--- config.mk ---
export PLATFORM = sky130hd
export DESIGN_NAME = datamem_arbiter
export DESIGN_NICKNAME = d
export VERILOG_FILES = /design/src/rtl/datamem_arbiter.sv
export SDC_FILE = /design/constraint.sdc
export NUM_CORES = 1
export LEC_CHECK = 0
export ABC_AREA = 1
export CORE_AREA = 4 4 227 229
export CTS_BUF_LIST = sky130_fd_sc_hd__clkbuf_8 sky130_fd_sc_hd__clkbuf_16
export CTS_CLUSTER_SIZE = 10
export DETAILED_ROUTE_END_ITERATION = 8
export DIE_AREA = 0 0 231 233
export GPL_TIMING_DRIVEN = 0
export SLEW_MARGIN = 10
export SYNTH_ARGS = -nofsm -noshare
export SYNTH_HDL_FRONTEND = slang
export SYNTH_SLANG_ARGS = --single-unit
--- constraint.sdc ---
create_clock -name clk -period 1.8 [get_ports clk]
set_clock_uncertainty 0.1 [all_clocks]
set_input_delay 0.36 -clock clk [delete_from_list [all_inputs] [get_ports clk]]
set_output_delay 0.36 -clock clk [all_outputs]
set_load 0.01 [all_outputs]
--- src/rtl/datamem_arbiter.sv ---
// datamem_arbiter: single-port data memory arbiter between CPU MEM stage and a debug/loader port
module datamem_arbiter #(
  parameter int DW     = 64,
  parameter int AW     = 64,
  parameter int STARVE = 4
) (
  input  logic          clk,
  input  logic          reset,
  input  logic          ReadMem,
  input  logic          MemWr,
  input  logic [AW-1:0] cpu_addr,
  input  logic [DW-1:0] cpu_wdata,
  output logic          cpu_stall,
  output logic [DW-1:0] cpu_rdata,
  input  logic          dbg_req,
  input  logic          dbg_we,
  input  logic [AW-1:0] dbg_addr,
  input  logic [DW-1:0] dbg_wdata,
  output logic          dbg_gnt,
  output logic          dbg_rvalid,
  output logic [DW-1:0] dbg_rdata,
  output logic          mem_rd,
  output logic          mem_wr,
  output logic [AW-1:0] mem_addr,
  output logic [DW-1:0] mem_wdata,
  input  logic          mem_ready,
  input  logic [DW-1:0] mem_rdata,
  output logic          err_both
);
  localparam int SW = ($clog2(STARVE + 1) > 3) ? $clog2(STARVE + 1) : 3;
  typedef enum logic [1:0] {IDLE, CPU_ACC, DBG_ACC} state_t;
  state_t        state_q, state_d;
  logic [SW-1:0] starve_q, starve_d;
  logic          rd_q, rd_d, wr_q, wr_d, err_q, err_d, rvalid_q, rvalid_d;
  logic [AW-1:0] addr_q, addr_d;
  logic [DW-1:0] wdata_q, wdata_d, cpu_rdata_q, cpu_rdata_d, dbg_rdata_q, dbg_rdata_d;
  logic          cpu_req, idle, done, starved, gnt_cpu, gnt_dbg;
  assign cpu_req = ReadMem | MemWr;
  assign idle    = state_q == IDLE;
  assign done    = !idle && mem_ready;
  assign starved = starve_q == SW'(STARVE);
  assign gnt_cpu = idle && cpu_req && (!dbg_req || !starved);
  assign gnt_dbg = idle && dbg_req && !gnt_cpu;
  // A simultaneous load+store request is treated as a store only
  always_comb begin
    state_d     = state_q;
    rd_d        = rd_q;
    wr_d        = wr_q;
    addr_d      = addr_q;
    wdata_d     = wdata_q;
    cpu_rdata_d = cpu_rdata_q;
    dbg_rdata_d = dbg_rdata_q;
    rvalid_d    = 1'b0;
    err_d       = err_q | (ReadMem & MemWr);
    starve_d    = (!dbg_req || gnt_dbg) ? '0 : (gnt_cpu && !starved) ? starve_q + 1'b1 : starve_q;
    if (gnt_cpu) begin
      state_d = CPU_ACC;
      rd_d    = ReadMem & ~MemWr;
      wr_d    = MemWr;
      addr_d  = cpu_addr;
      wdata_d = cpu_wdata;
    end else if (gnt_dbg) begin
      state_d = DBG_ACC;
      rd_d    = ~dbg_we;
      wr_d    = dbg_we;
      addr_d  = dbg_addr;
      wdata_d = dbg_wdata;
    end else if (done) begin
      state_d     = IDLE;
      rd_d        = 1'b0;
      wr_d        = 1'b0;
      cpu_rdata_d = (rd_q && state_q == CPU_ACC) ? mem_rdata : cpu_rdata_q;
      dbg_rdata_d = (rd_q && state_q == DBG_ACC) ? mem_rdata : dbg_rdata_q;
      rvalid_d    = rd_q && state_q == DBG_ACC;
    end
  end
  always_ff @(posedge clk or negedge reset) begin
    if (!reset) begin
      state_q     <= IDLE;
      starve_q    <= '0;
      rd_q        <= 1'b0;
      wr_q        <= 1'b0;
      err_q       <= 1'b0;
      rvalid_q    <= 1'b0;
      addr_q      <= '0;
      wdata_q     <= '0;
      cpu_rdata_q <= '0;
      dbg_rdata_q <= '0;
    end else begin
      state_q     <= state_d;
      starve_q    <= starve_d;
      rd_q        <= rd_d;
      wr_q        <= wr_d;
      err_q       <= err_d;
      rvalid_q    <= rvalid_d;
      addr_q      <= addr_d;
      wdata_q     <= wdata_d;
      cpu_rdata_q <= cpu_rdata_d;
      dbg_rdata_q <= dbg_rdata_d;
    end
  end
  // Grant is the combinational accept strobe, held low while in reset
  assign dbg_gnt    = reset & gnt_dbg;
  assign cpu_stall  = cpu_req && !(state_q == CPU_ACC && mem_ready);
  assign cpu_rdata  = cpu_rdata_q;
  assign dbg_rdata  = dbg_rdata_q;
  assign dbg_rvalid = rvalid_q;
  assign mem_rd     = rd_q;
  assign mem_wr     = wr_q;
  assign mem_addr   = addr_q;
  assign mem_wdata  = wdata_q;
  assign err_both   = err_q;
endmodule

* Word-level counts from Yosys, hierarchy flattened
Index checks and enable logic that the tools add are counted.
** Word-level totals
- Output and inout bits :: 262
- Input bits :: 327
- Word-level logic and storage cells :: 63
- Register bits :: 265
** Cells by class
- Reduce and logical (&&, ||, !) cells :: 23
- Add/subtract/negate cells :: 1
- Muxes and demuxes :: 17
- Bitwise gates (word level) :: 9
- Equality and inequality tests :: 3
** Operators with widths (number)
- 64-bit two-way mux :: 4
- 1-bit logical AND :: 10
- 1-bit two-way mux :: 8
- 4-bit AND reduction :: 2
- 2-bit two-way mux :: 3
- 3-bit two-way mux :: 2
- 1-bit logical NOT :: 5
- 1-bit NOT :: 4
- 2-bit nonzero test :: 2
- 3-bit by 1-bit adder with 3-bit output (second input constant) :: 1
- 1-bit bitwise AND :: 3
- 3-bit equality test (second input constant) :: 1
- 3-bit nonzero test :: 1
- 2-bit by 1-bit equality test with 1-bit output (second input constant) :: 1
- 2-bit equality test (second input constant) :: 1
- 2-bit logical NOT :: 1
- 1-bit logical OR :: 2
- 1-bit OR :: 2

* Depth between registers and ports, before layout
Gate-level depths: netlist of run 1.
- Depth in word-level cells :: 8
- Mapped depth :: 8
- Depth with buffers taken out :: 7

* Least setup slack after synthesis of run 1
No wires, ideal clock.
- Path type :: reg2out
- Start point :: register starve_q[0]
- End point :: output port dbg_gnt
- Stages on the path, launching flop included :: 8
- Data arrival time :: 1.261 ns
- Setup slack :: 0.079 ns
- Data required time :: 1.340 ns
- Path buffers :: 1
- Path through :: dfrtp_1 -> inv_1 -> ha_1 -> nand3_1 -> nand3_2 -> buf_2 -> nand2_1 -> nor2_1
** On the way
- Longest elaborated chain between the ends :: 7
** RTL lines
- start, declared :: RTL line 33 : logic [SW-1:0] starve_q, starve_d;
- start signal, assigned :: RTL line 91 : starve_q <= starve_d;
- 3-bit equality test :: RTL line 41 : assign starved = starve_q == SW'(STARVE);
- 1-bit logical NOT :: RTL line 42 : assign gnt_cpu = idle && cpu_req && (!dbg_req || !starved);
- 1-bit logical OR :: RTL line 42
- 1-bit logical AND :: RTL line 42
- 1-bit logical NOT :: RTL line 43 : assign gnt_dbg = idle && dbg_req && !gnt_cpu;
- 1-bit logical AND :: RTL line 43
- 1-bit bitwise AND :: RTL line 103 : assign dbg_gnt = reset & gnt_dbg;
- end, declared :: RTL line 19 : output logic dbg_gnt,
Every way passes these cells.

* Final worst setup path of run 1
Ends and elaborated chain as after synthesis.

==> results of run 1 <==
==> cells in the final DEF (no fill, tap or decap), types with 2 or more instances in the layout <==
cell	instances
dlygate4sd2_1	257
clkbuf_16	35
nor2_1	2
o21ai_1	21
nand4_1	133
clkdlybuf4s50_1	325
nor2_4	3
inv_6	3
o21ai_0	111
nand2_4	2
buf_4	27
clkbuf_4	5
buf_6	7
buf_12	2
clkdlybuf4s15_2	3
nand3_4	2
nand3_1	390
buf_2	38
clkbuf_8	5
nand2_1	140
dfrtp_1	263
dfrtp_2	2
clkbuf_2	49
buf_16	2
inv_2	2
clkbuf_1	14
inv_1	82
==> worst max-delay path, delay by kind of cell, from the launching register on <==
kind / cells / cell delay (ns)
adder cells (fa/ha/maj): 1 / 0.14
buffers and inverters: 3 / 0.32
flip-flops: 1 / 0.41
AND/OR/NAND/NOR: 4 / 0.31
==> state kept, by name (all words and copies together), names as in the netlist <==
name and cells:
cpu_rdata 64, dbg_rdata 64, dbg_rvalid 1, err_both 1
mem_addr 64, mem_rd 1, mem_wdata 64, mem_wr 1
starve_q 3, state_q 2
==> worst min-delay path by stage <==
stage                        startpoint       endpoint  slack [ns]  depth (start not counted)
after global placement    cpu_rdata[46]  cpu_rdata[46]        0.37                          2
final                             reset  cpu_rdata[30]       -0.30                          1
after floorplan                   reset   cpu_rdata[0]       -0.04                          0
after detailed placement          reset  cpu_rdata[30]        0.27                          1
after CTS                         reset  cpu_rdata[30]       -0.31                          1
after global routing              reset  cpu_rdata[31]       -0.28                          1
==> final cells by class <==
class / count / area, um2
Timing Repair Buffer: 608 / 5790
Multi-Input combinational cell: 810 / 4150
Inverter: 76 / 290
Clock buffer: 38 / 906
Tap cell: 672 / 841
Sequential cell: 265 / 6630
Buffer: 125 / 711
Fill cell: 5118 / 30300
Clock inverter: 14 / 80.1
==> cells in the mapped netlist, drive strengths merged <==
| cell | instances |
|---|---|
| nand4 | 133 |
| dfrtp | 265 |
| inv | 76 |
| ha | 2 |
| nand3 | 392 |
| nand2 | 144 |
| o21ai | 132 |
| a21oi | 1 |
| clkbuf | 68 |
| buf | 58 |
| o21bai | 1 |
| nor2 | 5 |
==> repair_timing <==
item,in CTS,in global routing
setup buffers,11,6
setup endpoints to repair,511,211
gates cloned,0,1
pin swaps,3,2
endpoints found under the hold margin,68,68
gates resized for setup,359,56
==> per-layer routing <==
metal  up-vias  part of all wire  global-route usage
met2       593              0.50               0.336
met3        82             0.085              0.0562
met1      6293              0.40               0.236
met5         -           0.00049                   0
met4         4             0.023              0.0460
li1       5789                 -                   -
==> cell families after synthesis <==
family                   count (synthesis)
adder cells (fa/ha/maj)                  2
flip-flops                             265
buffers and inverters                  202
AND/OR/NAND/NOR                        674
AO/OA/AOI/OAI                          134
==> stage by stage <==
step	area, um2	setup TNS (ns)	total power, mW	cells
2_1_floorplan	11500	0	16.9	1277
3_3_place_gp	18300	-3183.06	26.2	2537
3_5_place_dp	18300	-133.97	26.3	2539
4_1_cts	19300	-0.666	31.1	2602
5_1_grt	19400	-6.00	33.0	2608
6_report	19400	-0.512	31.0	2608
==> power by group through the flow <==
stage | logic [mW] | registers (mW) | clock network (mW)
floorplan | 5.27 | 11.6 | 0
global placement | 15.6 | 10.6 | 0
detailed placement | 15.7 | 10.6 | 0
CTS | 14.3 | 10.4 | 6.35
global route | 15.7 | 10.8 | 6.60
finish | 14.3 | 10.5 | 6.21
==> results.toml, run 1 <==
[timing]
rsz0062_at_grt = "yes"
finalCriticalPeriod_ns = 2.16
period_share = 1.20
finalHoldViolCount = 68
max_slew_margin = 0.609
slew_violations = 0
setup_violations = 5
tightest_slew_ns = 0.587
worst_hold_slack_ns = -0.297
clock.fmax_ghz = 0.463
worst_slack_ns = -0.358

[critical_path]
crit_fanout = 3
reg2reg_to = "mem_wdata[24]"
start_kind = "register"
crit_path_max_incr_delay_ns = 0.41
critPathArrivalTime_ns = 1.70
criticalPathCategory = "register to primary output"
regToRegSetupSlack_ns = -0.02
crit_path_end_kind = "primary output"
endpoint = "dbg_gnt"
cp_slowest_cell = "dfrtp_1"
worstPathRequired_ns = 1.34
crit_top_cell = "nand3_4"
crit_chain = "inv_2 -> ha_4 -> nand3_4 -> nand3_4 -> buf_12 -> nand2_8 -> nor2_4 -> buf_6"
cp-startpoint = "starve_q[0]"
reg2reg_from = "state_q[1]"
r2r.worst_path.cells = 8

[synth]
synth_top_family_by_area = "simple AND/OR/NAND/NOR gates"
synth-adder-area-share = 0.00217
syn-cell-area_um2 = 11500
yosys-mux-area-fraction = 0
synth_area_leaders = "dfrtp_1 (58%), nand3_1 (17%), nand4_1 (7.2%)"
yosys_warnings = 0
syn_avg_cell_area_um2 = 9.02
netlist_instances = 1277
yosysSeqAreaShare = 0.575
syn-num-nets = 1606
synth-simple-area-share = 0.292
synth_xor_xnor_area_share = 0
synth_compound_area_frac = 0.0584
synth_largest_area_cell = "dfrtp_1"
ys_types = 19
synth_seq_cells = 265
synth_top_cell_area_share = 0.575

[layout]
nets = 2249
drive_above_1_share = 0.101
post-route-util = 0.391
syn2layout_area_growth_pct = 68.3
diodes = 0

[placement]
dp_hpwl_mm = 41.7
gp_congestion = 0.906
place_ws_ns = -1.27
port_buffers = 588

[grt]
grt_overflow = 0
grt_pass1_vias = 13200
grt_max_degree = 100
antenna_found_initial = 2
grt_usage = 0.193
grt_pass1_wl_mm = 81.5

[pwr]
p_clk_frac = 0.200
p_leak_nw = 9.37
swShare = 0.401
pwr_density_cell_nw_per_um2 = 1600
peakVddDrop_mv = 0.706
p_int_mw = 18.6
power_frac_seq = 0.338
p_comb_frac = 0.461
p_sw_mw = 12.4

[hold_path]
hold_class = "primary input to asynchronous set/reset pin"

[clock_tree]
clkTransAtPathRegs_ns = 0.06
clk_latency_ns = 0.53
clock_tree.buffer_depth = 3
clock_sinks = 265
clk_root_buffer_cell = "clkbuf_16"
htree_levels = 2
numCtsBuffers = 34
cts_tree = "yes"

[run_status]
status = "finished, violations left"
violations = "negative hold slack, negative setup slack"

[detailed_routing]
wirelength_mm = 54.6
via_count = 12800
ant_nets = 0
viasPerCell = 4.89
dr.pass1.iters = 5
routedWlPerCell_um = 20.9
drt_iter0_drc = 860
drc = 0

[floorplanning]
die_h_um = 233
die_area_um2 = 53800
die_w_um = 231
start_util = 0.232
coreArea_um2 = 49700
io_pins = 589
rows = 82

[run]
maxCapViolations = 0
Power figures use the tool's default switching activity.
==> run 2: changes to the inputs <==
SLEW_MARGIN = 30   (was 10)
==> results.toml, run 2 (synthesized netlist as in run 1, its figures left out) <==
[run_status]
status = "finished, violations left"
violations = "negative hold slack, negative setup slack"

[timing]
setup_violations = 77
clock.fmax_ghz = 0.453
finalHoldViolCount = 54
worst_hold_slack_ns = -0.321
worst_slack_ns = -0.409
final.setup.tns_ns = -2.52
rsz0062_at_grt = "yes"
tightest_slew_ns = 0.599
max_slew_margin = 0.601
slew_violations = 0
finalCriticalPeriod_ns = 2.21
period_share = 1.23

[clock_tree]
clock_sinks = 265
clkTransAtPathRegs_ns = 0.06
clk_root_buffer_cell = "clkbuf_16"
htree_levels = 2
clk_latency_ns = 0.52
numCtsBuffers = 34
cts_tree = "yes"
clock_tree.buffer_depth = 3

[critical_path]
critPathArrivalTime_ns = 1.75
cp_slowest_cell = "dfrtp_2"
worstPathRequired_ns = 1.34
criticalPathCategory = "register to primary output"
critPathTopFamily = "flip-flops"
crit_buf_inv = 3
crit_chain = "nor2_4 -> buf_6 -> nand3_4 -> buf_12 -> nand2_8 -> nor2_4 -> buf_6"
crit_fanout = 6
crit_path_end_kind = "primary output"
crit_path_max_incr_delay_ns = 0.46
start_kind = "register"

[grt]
grt_overflow = 0
grt_usage = 0.192
grt_pass1_wl_mm = 81.2
grt_pass1_vias = 13300
antenna_found_initial = 3
grt_max_degree = 81

[pwr]
peakVddDrop_mv = 0.709
pwr_density_cell_nw_per_um2 = 1650
p_leak_nw = 9.88

[detailed_routing]
wirelength_mm = 56.8
drt_iter0_drc = 874
viasPerCell = 4.91
drc = 0
routedWlPerCell_um = 21.6
via_count = 12900
dr.pass1.iters = 5
ant_nets = 0

[floorplanning]
die_area_um2 = 53800
start_util = 0.232
rows = 82
die_h_um = 233
coreArea_um2 = 49700
io_pins = 589
die_w_um = 231

[placement]
dp_hpwl_mm = 41.8
gp_congestion = 0.906
placedCellCount = 2540
place_area_um2 = 18300
port_buffers = 588

[layout]
syn2layout_area_growth_pct = 78.6
final_cells = 2627
final_cell_mix = "clkdlybuf4s50_1 (325), nand3_1 (324), dfrtp_1 (262)"
design_area_um2 = 20600
final_common_cell = "clkdlybuf4s50_1"
nets = 2270
drive_above_1_share = 0.149
fillers = 4975

[run]
maxCapViolations = 0

[hold_path]
hold_class = "primary input to asynchronous set/reset pin"
run 2: cell count changes in the layout (fill, tap and decap cells not counted), moves of 5 or more:
| cell | before | now |
|---|---|---|
| buf_12 | 2 | 11 |
| buf_2 | 38 | 28 |
| buf_8 | 1 | 16 |
| clkbuf_16 | 35 | 49 |
| clkbuf_2 | 49 | 31 |
| clkbuf_4 | 5 | 12 |
| inv_1 | 82 | 77 |
| nand3_1 | 390 | 324 |
| nand3_2 | 0 | 59 |
| nand3_4 | 2 | 9 |
run 2: report_power, final:
part / leakage (nW) / switching (mW) / total [mW] / internal, mW
Clock: 0.513 / 2.60 / 6.45 / 3.85
Combinational: 6.05 / 8.91 / 16.8 / 7.91
Sequential: 3.32 / 1.80 / 10.6 / 8.82
Total: 9.88 / 13.3 / 33.9 / 20.6
run 2: what timing repair did:
action / 4_1_cts / 5_1_grt
hold endpoints to repair: 54 / 54
pin swaps: 5 / 94
buffers inserted: 12 / 9
gates resized for setup: 366 / 269
gates cloned: 0 / 16
endpoints found under the setup margin: 511 / 230
run 2: worst register-to-register path, cell delays in order (launching register included):
cell       delay [ns]
dfrtp_2          0.46
nor2_4           0.18
buf_6            0.13
buf_4            0.12
buf_8            0.13
buf_12           0.11
clkbuf_16        0.19
buf_12           0.15
nand4_1          0.14
nand3_2          0.10
run 2: through the flow:
stage                util  worst slack [ns]  power (mW)
floorplan               -            0.0789        16.9
global placement    0.368            -11.54        26.2
detailed placement  0.369             -1.26        26.4
CTS                 0.390            -0.412        31.4
global route        0.414            -0.481        35.9
finish              0.414            -0.409        33.9
run 2: area by class of cell:
cell class / instances / area (um2) / share of cell area
flip-flops and latches: 265 / 6640 / 0.322
diodes: 2 / 5.00 / 0.000243
repair buffers: 628 / 6250 / 0.303
plain buffers: 126 / 990 / 0.0481
multi-input cells: 810 / 4550 / 0.221
inverters: 76 / 290 / 0.0141
well taps: 672 / 841 / 0.0409
clock buffers: 38 / 906 / 0.0440
clock inverters: 10 / 116 / 0.00565
run 2: path summary, 6_finish.rpt:
| check | depth (start not counted) | end | startpoint | slack (ns) |
|---|---|---|---|---|
| max reg2reg | 9 | mem_wdata[26] | state_q[1] | -0.07 |
| max | 7 | dbg_gnt | state_q[1] | -0.41 |
| min in group clk | 3 | cpu_rdata[60] | mem_rdata[60] | 0.30 |
| max in group asynchronous | 3 | state_q[1] | reset | 0.81 |
| min | 1 | cpu_rdata[30] | reset | -0.32 |
| min reg2reg | 2 | dbg_rdata[3] | dbg_rdata[3] | 0.38 |
run 2: layer usage:
metal / share of wire / routed length (um) / GRT usage
met3: 0.085 / 4820 / 0.0550
met2: 0.50 / 28300 / 0.334
met4: 0.026 / 1450 / 0.0511
met5: 0.00046 / 26 / 0
met1: 0.39 / 22200 / 0.234
